### src/rtl/nx_node_store_arbiter_pkg.sv
// Shared constants and helpers for the node store arbiter
// and its round-robin grant encoder.
package nx_node_store_arbiter_pkg;

  localparam int NX_REQUESTERS = 3;
  localparam int NX_RAM_ADDR_W = 10;
  localparam int NX_RAM_DATA_W = 32;

  function automatic int ptr_w(input int n);
    return (n > 1) ? $clog2(n) : 1;
  endfunction

endpackage

### src/rtl/nx_rr_arbiter.sv
// Combinational rotate-priority encoder: first request at or
// above the pointer wins, wrapping modulo WIDTH.
module nx_rr_arbiter
  import nx_node_store_arbiter_pkg::*;
#(
  parameter int WIDTH = 3
) (
  input  logic [WIDTH-1:0]        i_req,
  input  logic [ptr_w(WIDTH)-1:0] i_ptr,
  output logic [WIDTH-1:0]        o_grant
);

  int idx;

  // Scan from the farthest offset down so the nearest wins.
  always_comb begin
    o_grant = '0;
    idx     = 0;
    for (int k = WIDTH - 1; k >= 0; k--) begin
      idx = int'(i_ptr) + k;
      if (idx >= WIDTH) idx = idx - WIDTH;
      if (idx < WIDTH && i_req[idx]) begin
        o_grant      = '0;
        o_grant[idx] = 1'b1;
      end
    end
  end

endmodule

### src/rtl/nx_node_store_arbiter.sv
// Round-robin arbiter with burst lock sharing the single-port
// store RAM; per-requester read data holding registers.
module nx_node_store_arbiter
  import nx_node_store_arbiter_pkg::*;
#(
  parameter int REQUESTERS = NX_REQUESTERS,
  parameter int RAM_ADDR_W = NX_RAM_ADDR_W,
  parameter int RAM_DATA_W = NX_RAM_DATA_W
) (
  input  logic                             i_clk,
  input  logic                             i_rst,
  output logic                             o_idle,
  input  logic [REQUESTERS*RAM_ADDR_W-1:0] i_req_addr,
  input  logic [REQUESTERS*RAM_DATA_W-1:0] i_req_wr_data,
  input  logic [REQUESTERS-1:0]            i_req_wr_en,
  input  logic [REQUESTERS-1:0]            i_req_rd_en,
  input  logic [REQUESTERS-1:0]            i_req_lock,
  output logic [REQUESTERS-1:0]            o_req_grant,
  output logic [REQUESTERS*RAM_DATA_W-1:0] o_req_rd_data,
  output logic [REQUESTERS-1:0]            o_req_rd_valid,
  output logic [RAM_ADDR_W-1:0]            o_ram_addr,
  output logic [RAM_DATA_W-1:0]            o_ram_wr_data,
  output logic                             o_ram_wr_en,
  output logic                             o_ram_rd_en,
  input  logic [RAM_DATA_W-1:0]            i_ram_rd_data
);

  localparam int PW = ptr_w(REQUESTERS);

  logic [RAM_ADDR_W-1:0] addr_s  [REQUESTERS];
  logic [RAM_DATA_W-1:0] wdata_s [REQUESTERS];
  logic [RAM_DATA_W-1:0] hold_q  [REQUESTERS];

  logic [REQUESTERS-1:0] req;
  logic [REQUESTERS-1:0] gnt_rr;
  logic [REQUESTERS-1:0] gnt;
  logic [REQUESTERS-1:0] rd_vld;
  logic [PW-1:0]         gidx;
  logic                  gnt_any;

  logic [PW-1:0]         ptr_q;
  logic                  lock_vld_q;
  logic [PW-1:0]         lock_idx_q;
  logic                  rd_pend_q;
  logic [PW-1:0]         rd_idx_q;
  logic [RAM_ADDR_W-1:0] addr_q;
  logic [RAM_DATA_W-1:0] wdata_q;

  for (genvar n = 0; n < REQUESTERS; n++) begin : g_slice
    assign addr_s[n]  = i_req_addr[n*RAM_ADDR_W +: RAM_ADDR_W];
    assign wdata_s[n] = i_req_wr_data[n*RAM_DATA_W +: RAM_DATA_W];
    assign o_req_rd_data[n*RAM_DATA_W +: RAM_DATA_W] =
      o_req_rd_valid[n] ? i_ram_rd_data : hold_q[n];
  end

  assign req = i_req_rd_en | i_req_wr_en;

  nx_rr_arbiter #(
    .WIDTH (REQUESTERS)
  ) u_rr (
    .i_req   (req),
    .i_ptr   (ptr_q),
    .o_grant (gnt_rr)
  );

  // A live lock owner pre-empts the round-robin choice.
  always_comb begin
    gnt = gnt_rr;
    if (lock_vld_q && req[lock_idx_q]) begin
      gnt             = '0;
      gnt[lock_idx_q] = 1'b1;
    end
  end

  always_comb begin
    gidx = '0;
    for (int n = 0; n < REQUESTERS; n++) begin
      if (gnt[n]) gidx = PW'(n);
    end
  end

  assign gnt_any       = |gnt;
  assign o_req_grant   = gnt;
  assign o_ram_wr_en   = gnt_any & i_req_wr_en[gidx];
  assign o_ram_rd_en   = gnt_any & i_req_rd_en[gidx] & ~i_req_wr_en[gidx];
  assign o_ram_addr    = gnt_any ? addr_s[gidx]  : addr_q;
  assign o_ram_wr_data = gnt_any ? wdata_s[gidx] : wdata_q;

  assign o_idle = ~(|req) & ~rd_pend_q;

  always_comb begin
    rd_vld = '0;
    if (rd_pend_q) rd_vld[rd_idx_q] = 1'b1;
  end

  // Gate with reset so a read in flight is dropped immediately.
  assign o_req_rd_valid = i_rst ? rd_vld : '0;

  always_ff @(posedge i_clk) begin
    if (!i_rst) begin
      ptr_q      <= '0;
      lock_vld_q <= 1'b0;
      lock_idx_q <= '0;
      rd_pend_q  <= 1'b0;
      rd_idx_q   <= '0;
      addr_q     <= '0;
      wdata_q    <= '0;
    end else begin
      rd_pend_q <= o_ram_rd_en;
      rd_idx_q  <= gidx;
      if (gnt_any) begin
        addr_q  <= addr_s[gidx];
        wdata_q <= wdata_s[gidx];
        if (i_req_lock[gidx]) begin
          lock_vld_q <= 1'b1;
          lock_idx_q <= gidx;
        end else begin
          lock_vld_q <= 1'b0;
          if (gidx == PW'(REQUESTERS - 1)) ptr_q <= '0;
          else                             ptr_q <= gidx + 1'b1;
        end
      end else begin
        lock_vld_q <= 1'b0;
      end
    end
  end

  always_ff @(posedge i_clk) begin
    for (int n = 0; n < REQUESTERS; n++) begin
      if (!i_rst)         hold_q[n] <= '0;
      else if (rd_vld[n]) hold_q[n] <= i_ram_rd_data;
    end
  end

endmodule

### config.mk
export PLATFORM = sky130hd
export DESIGN_NAME = nx_node_store_arbiter
export DESIGN_NICKNAME = d
export VERILOG_FILES = /design/src/rtl/nx_node_store_arbiter_pkg.sv /design/src/rtl/nx_rr_arbiter.sv /design/src/rtl/nx_node_store_arbiter.sv
export SDC_FILE = /design/constraint.sdc
export NUM_CORES = 1
export LEC_CHECK = 0
export ABC_CLOCK_PERIOD_IN_PS = 4150
export BUFFER_PORTS_ARGS = -buffer_cell sky130_fd_sc_hd__buf_4
export CAP_MARGIN = 0
export CORE_ASPECT_RATIO = 1.5
export CORE_MARGIN = 1.5
export CORE_UTILIZATION = 35
export DETAILED_ROUTE_END_ITERATION = 7
export GPL_ROUTABILITY_DRIVEN = 0
export GPL_TIMING_DRIVEN = 0
export PLACE_DENSITY = 0.69
export SYNTH_ARGS = -nofsm -noshare
export SYNTH_HDL_FRONTEND = slang
export SYNTH_SLANG_ARGS = --single-unit
### constraint.sdc
create_clock -name i_clk -period 4.15 [get_ports i_clk]
set_input_delay 0.6225 -clock i_clk [delete_from_list [all_inputs] [get_ports i_clk]]
set_output_delay 0.6225 -clock i_clk [all_outputs]
set_load 0.02 [all_outputs]
==> impl_results.rst <==
.. list-table::
   :header-rows: 1

   * - Metric
     - Value
   * - Signed area change from the synthesized netlist to the final layout
     - 66.7%
   * - Crit path max fanout
     - 10
   * - Deepest level of the CTS H-tree
     - 4
   * - Number of enable-type register cells in the synthesized netlist
     - 96
   * - Final net count
     - 1272
   * - Number of nets produced by synthesis
     - 912
   * - DRC violation total after the first TritonRoute iteration
     - 444
   * - Rel. slew slack
     - 40.0%
   * - Critical path type
     - flip-flop to primary output
   * - Status
     - finished, violations left
   * - Hold violation count in the final report
     - 0
   * - Initial antenna violation count
     - 0
   * - Worst hold-check path type
     - input pin to flip-flop
   * - Worst-path clk slew
     - 0.07 ns
   * - Power density over the cells
     - 936 nW/um2
   * - Data required time of the worst path
     - 3.53 ns
   * - Post-route worst hold slack
     - 0.510 ns
   * - CTS Hold Buffers Added
     - 0
   * - Via count of the first global-routing pass
     - 7821
   * - Transition time of the tightest slew-check pin
     - 0.897 ns
   * - Synth Instances
     - 733
   * - Post-Route WL
     - 30000 um
   * - Ys flop type
     - sky130_fd_sc_hd__edfxtp_1
   * - Final design utilization
     - 59.2%
   * - Total die area
     - 24200 um2
   * - Pre-CTS setup slack
     - -0.489 ns
   * - Share of layout cells above drive strength 1
     - 59.0%
   * - Starting Density
     - 35.5%
   * - Max rail drop VDD
     - 1.05 mV
   * - Wire length of the first global-routing pass
     - 42700 um
   * - Clock sink count
     - 146
   * - Number of rows created at floorplan
     - 68
   * - Inserted Clock Buffers
     - 17
   * - Count of state elements after synthesis
     - 146
   * - Total global-route track usage
     - 22.9%
   * - Slew Limit Fails
     - 0
   * - CTS Buffer Depth
     - 2
   * - Post-route ant nets
     - 0
   * - Worst setup EP type
     - primary output
   * - Synthesized area per cell
     - 11.1 um2
   * - Sum of overflow across all layers after global routing
     - 0
   * - Post-synthesis cell type count
     - 52
   * - Final HPWL from detailed placement
     - 20600 um
   * - Post-route clock period utilization
     - 102%
   * - # IOs
     - 316
   * - Maximum clock frequency
     - 237 MHz
   * - Routed wirelength normalized by instance count
     - 21.7 um
   * - Post-Route Skew
     - 0.0158 ns
   * - Std-Cell Core Area
     - 22900 um2
   * - Worst Setup Slack, final
     - -0.0780 ns
   * - RSZ-0062 raised after global routing
     - yes
   * - Clock tree from TritonCTS
     - yes
   * - Total number of vias
     - 7709
   * - First-pass iteration count of the detailed router
     - 5
   * - Mapped Area
     - 8130 um2
   * - Leakage power total
     - 5.27 nW
   * - Pin count of the biggest net entering global routing
     - 33
   * - Vias per cell
     - 5.56
   * - Max-cap violation count
     - 0
   * - Violations in the final reports
     - setup timing
   * - Sequential cell area fraction in the yosys report
     - 47.8%
   * - Quantity of I/O buffers inserted on ports
     - 315
   * - Nature of the critical path startpoint
     - flip-flop
   * - CP arrival
     - 3.61 ns
   * - Die Y-Extent
     - 190 um
   * - Die boundary width
     - 127 um
   * - Yosys warning total
     - 0
   * - Min cycle time layout
     - 4.23 ns
   * - ANT cells
     - 0
   * - Clock insertion delay at the later pin of the skew report
     - 0.43 ns
   * - Fraction of registers with async set/reset
     - 0%
   * - Buffer cell driving the clock tree root
     - sky130_fd_sc_hd__clkbuf_16
   * - Remaining routing DRC violations
     - 0
   * - Setup-failing EPs final
     - 29
synthesized netlist by cell type (2+ instances only):
cell                        instances  area, um2
sky130_fd_sc_hd__a211oi_1          44        330
sky130_fd_sc_hd__a21oi_1           47        235
sky130_fd_sc_hd__mux2_2            96       1080
sky130_fd_sc_hd__ha_1              10        125
sky130_fd_sc_hd__or3_1              4       25.0
sky130_fd_sc_hd__and2_1            98        613
sky130_fd_sc_hd__o2bb2ai_1         42        368
sky130_fd_sc_hd__o211ai_1           3       22.5
sky130_fd_sc_hd__a31oi_1            3       18.8
sky130_fd_sc_hd__a311oi_1           2       17.5
sky130_fd_sc_hd__nand2b_1           6       37.5
sky130_fd_sc_hd__or2_1              2       12.5
sky130_fd_sc_hd__clkbuf_1          37        139
sky130_fd_sc_hd__nand3b_1           2       15.0
sky130_fd_sc_hd__buf_2             21        105
sky130_fd_sc_hd__o2111ai_1          2       17.5
sky130_fd_sc_hd__edfxtp_1          96       2880
sky130_fd_sc_hd__buf_4              7       52.6
sky130_fd_sc_hd__o32ai_1           42        368
sky130_fd_sc_hd__or2_2              2       12.5
sky130_fd_sc_hd__nor3_1            49        245
sky130_fd_sc_hd__nor2_1            14       52.6
sky130_fd_sc_hd__nand3_1            4       20.0
sky130_fd_sc_hd__o21ai_0            7       35.0
sky130_fd_sc_hd__nand2_1            4       15.0
sky130_fd_sc_hd__inv_1              9       33.8
sky130_fd_sc_hd__buf_1              6       22.5
sky130_fd_sc_hd__dfxtp_1           50       1000
metrics by stage:
step / std cells / total power [mW] / area, um2 / setup TNS (ns)
floorplan: 733 / 5.56 / 8130 / 0
global placement: 1328 / 7.71 / 10800 / -67.73
detailed placement: 1330 / 7.77 / 10900 / -10.63
CTS: 1371 / 10.3 / 12200 / -0.0377
global route: 1386 / 13.2 / 13600 / -4.48
finish: 1386 / 12.7 / 13600 / -0.974
cells in the final DEF, fill, tap and decap left out, drive strengths merged, types with 44 or more instances in the layout:
master / synthesis / routed
mux2: 96 / 96
a21oi: 47 / 47
clkbuf: 37 / 59
edfxtp: 96 / 96
dfxtp: 50 / 50
buf: 35 / 371
nor3: 49 / 49
a211oi: 44 / 44
and2: 98 / 98
final timing paths:
| path | from | endpoint | slack, ns | depth (start not counted) |
|---|---|---|---|---|
| min | i_ram_rd_data[16] | hold_q[0][16]$_SDFFCE_PN0P_ | 0.51 | 2 |
| max reg2reg | ptr_q[1]$_SDFFE_PN0P_ | ptr_q[0]$_SDFFE_PN0P_ | 0.80 | 12 |
| max | ptr_q[1]$_SDFFE_PN0P_ | o_ram_wr_data[20] | -0.08 | 12 |
| min reg2reg | lock_idx_q[1]$_SDFFE_PN0P_ | lock_idx_q[1]$_SDFFE_PN0P_ | 0.58 | 2 |
per-layer routing:
layer  vias to the layer above  share of wire, %  global-route usage, %
met5                         -                 0                      0
met4                         0               5.1                   10.8
met3                        91               5.3                   3.80
met2                       350                55                   44.6
met1                      3708                35                   23.5
li1                       3560                 -                      -
cell type report:
class,count,area (um2)
fill,1841,9330
timing repair buffer,342,2760
tap,280,350
sequential,146,3890
multi-input combinational,506,5270
clock inverter,15,169
clock buffer,17,425
buffer,71,649
inverter,9,43.8
power breakdown:
part / leakage, nW / switching (mW) / total, mW / internal (mW)
Sequential: 1.41 / 0.191 / 2.09 / 1.90
Clock: 0.281 / 0.691 / 1.54 / 0.854
Combinational: 3.58 / 4.87 / 9.06 / 4.20
Total: 5.27 / 5.75 / 12.7 / 6.95
critical path: stages, from the launching register on:
cell and delay, ns:
sky130_fd_sc_hd__dfxtp_4 0.42, sky130_fd_sc_hd__inv_4 0.06, sky130_fd_sc_hd__ha_4 0.24, sky130_fd_sc_hd__or2_4 0.26, sky130_fd_sc_hd__o221a_4 0.31, sky130_fd_sc_hd__or4b_4 0.50
sky130_fd_sc_hd__a311oi_4 0.40, sky130_fd_sc_hd__a21o_1 0.20, sky130_fd_sc_hd__buf_12 0.17, sky130_fd_sc_hd__buf_12 0.18, sky130_fd_sc_hd__o32ai_2 0.10, sky130_fd_sc_hd__a21oi_1 0.17
sky130_fd_sc_hd__buf_4 0.17
flip-flops by register name, summed over array words and instances (netlist names):
name        count
hold_q         96
ptr_q           2
rd_idx_q        2
addr_q         10
rd_pend_q       1
lock_vld_q      1
wdata_q        32
lock_idx_q      2
logic make-up (layout without fill, tap and decap cells):
logic type,count (synthesis),after routing,share of synthesized area (%)
simple gates,192,192,13.7
flops,146,146,47.8
fa+ha+maj,10,10,1.54
compound gates,208,208,19.2
buf+inv,81,454,4.48
mux,96,96,13.3
timing repair:
action | in CTS | in global routing
gates cloned | 0 | 7
gates resized for setup | 123 | 193
setup endpoints to repair | 46 | 44
setup buffers | 9 | 9
pin swaps | 6 | 33
Note: power is estimated with default switching activity, not from simulation.
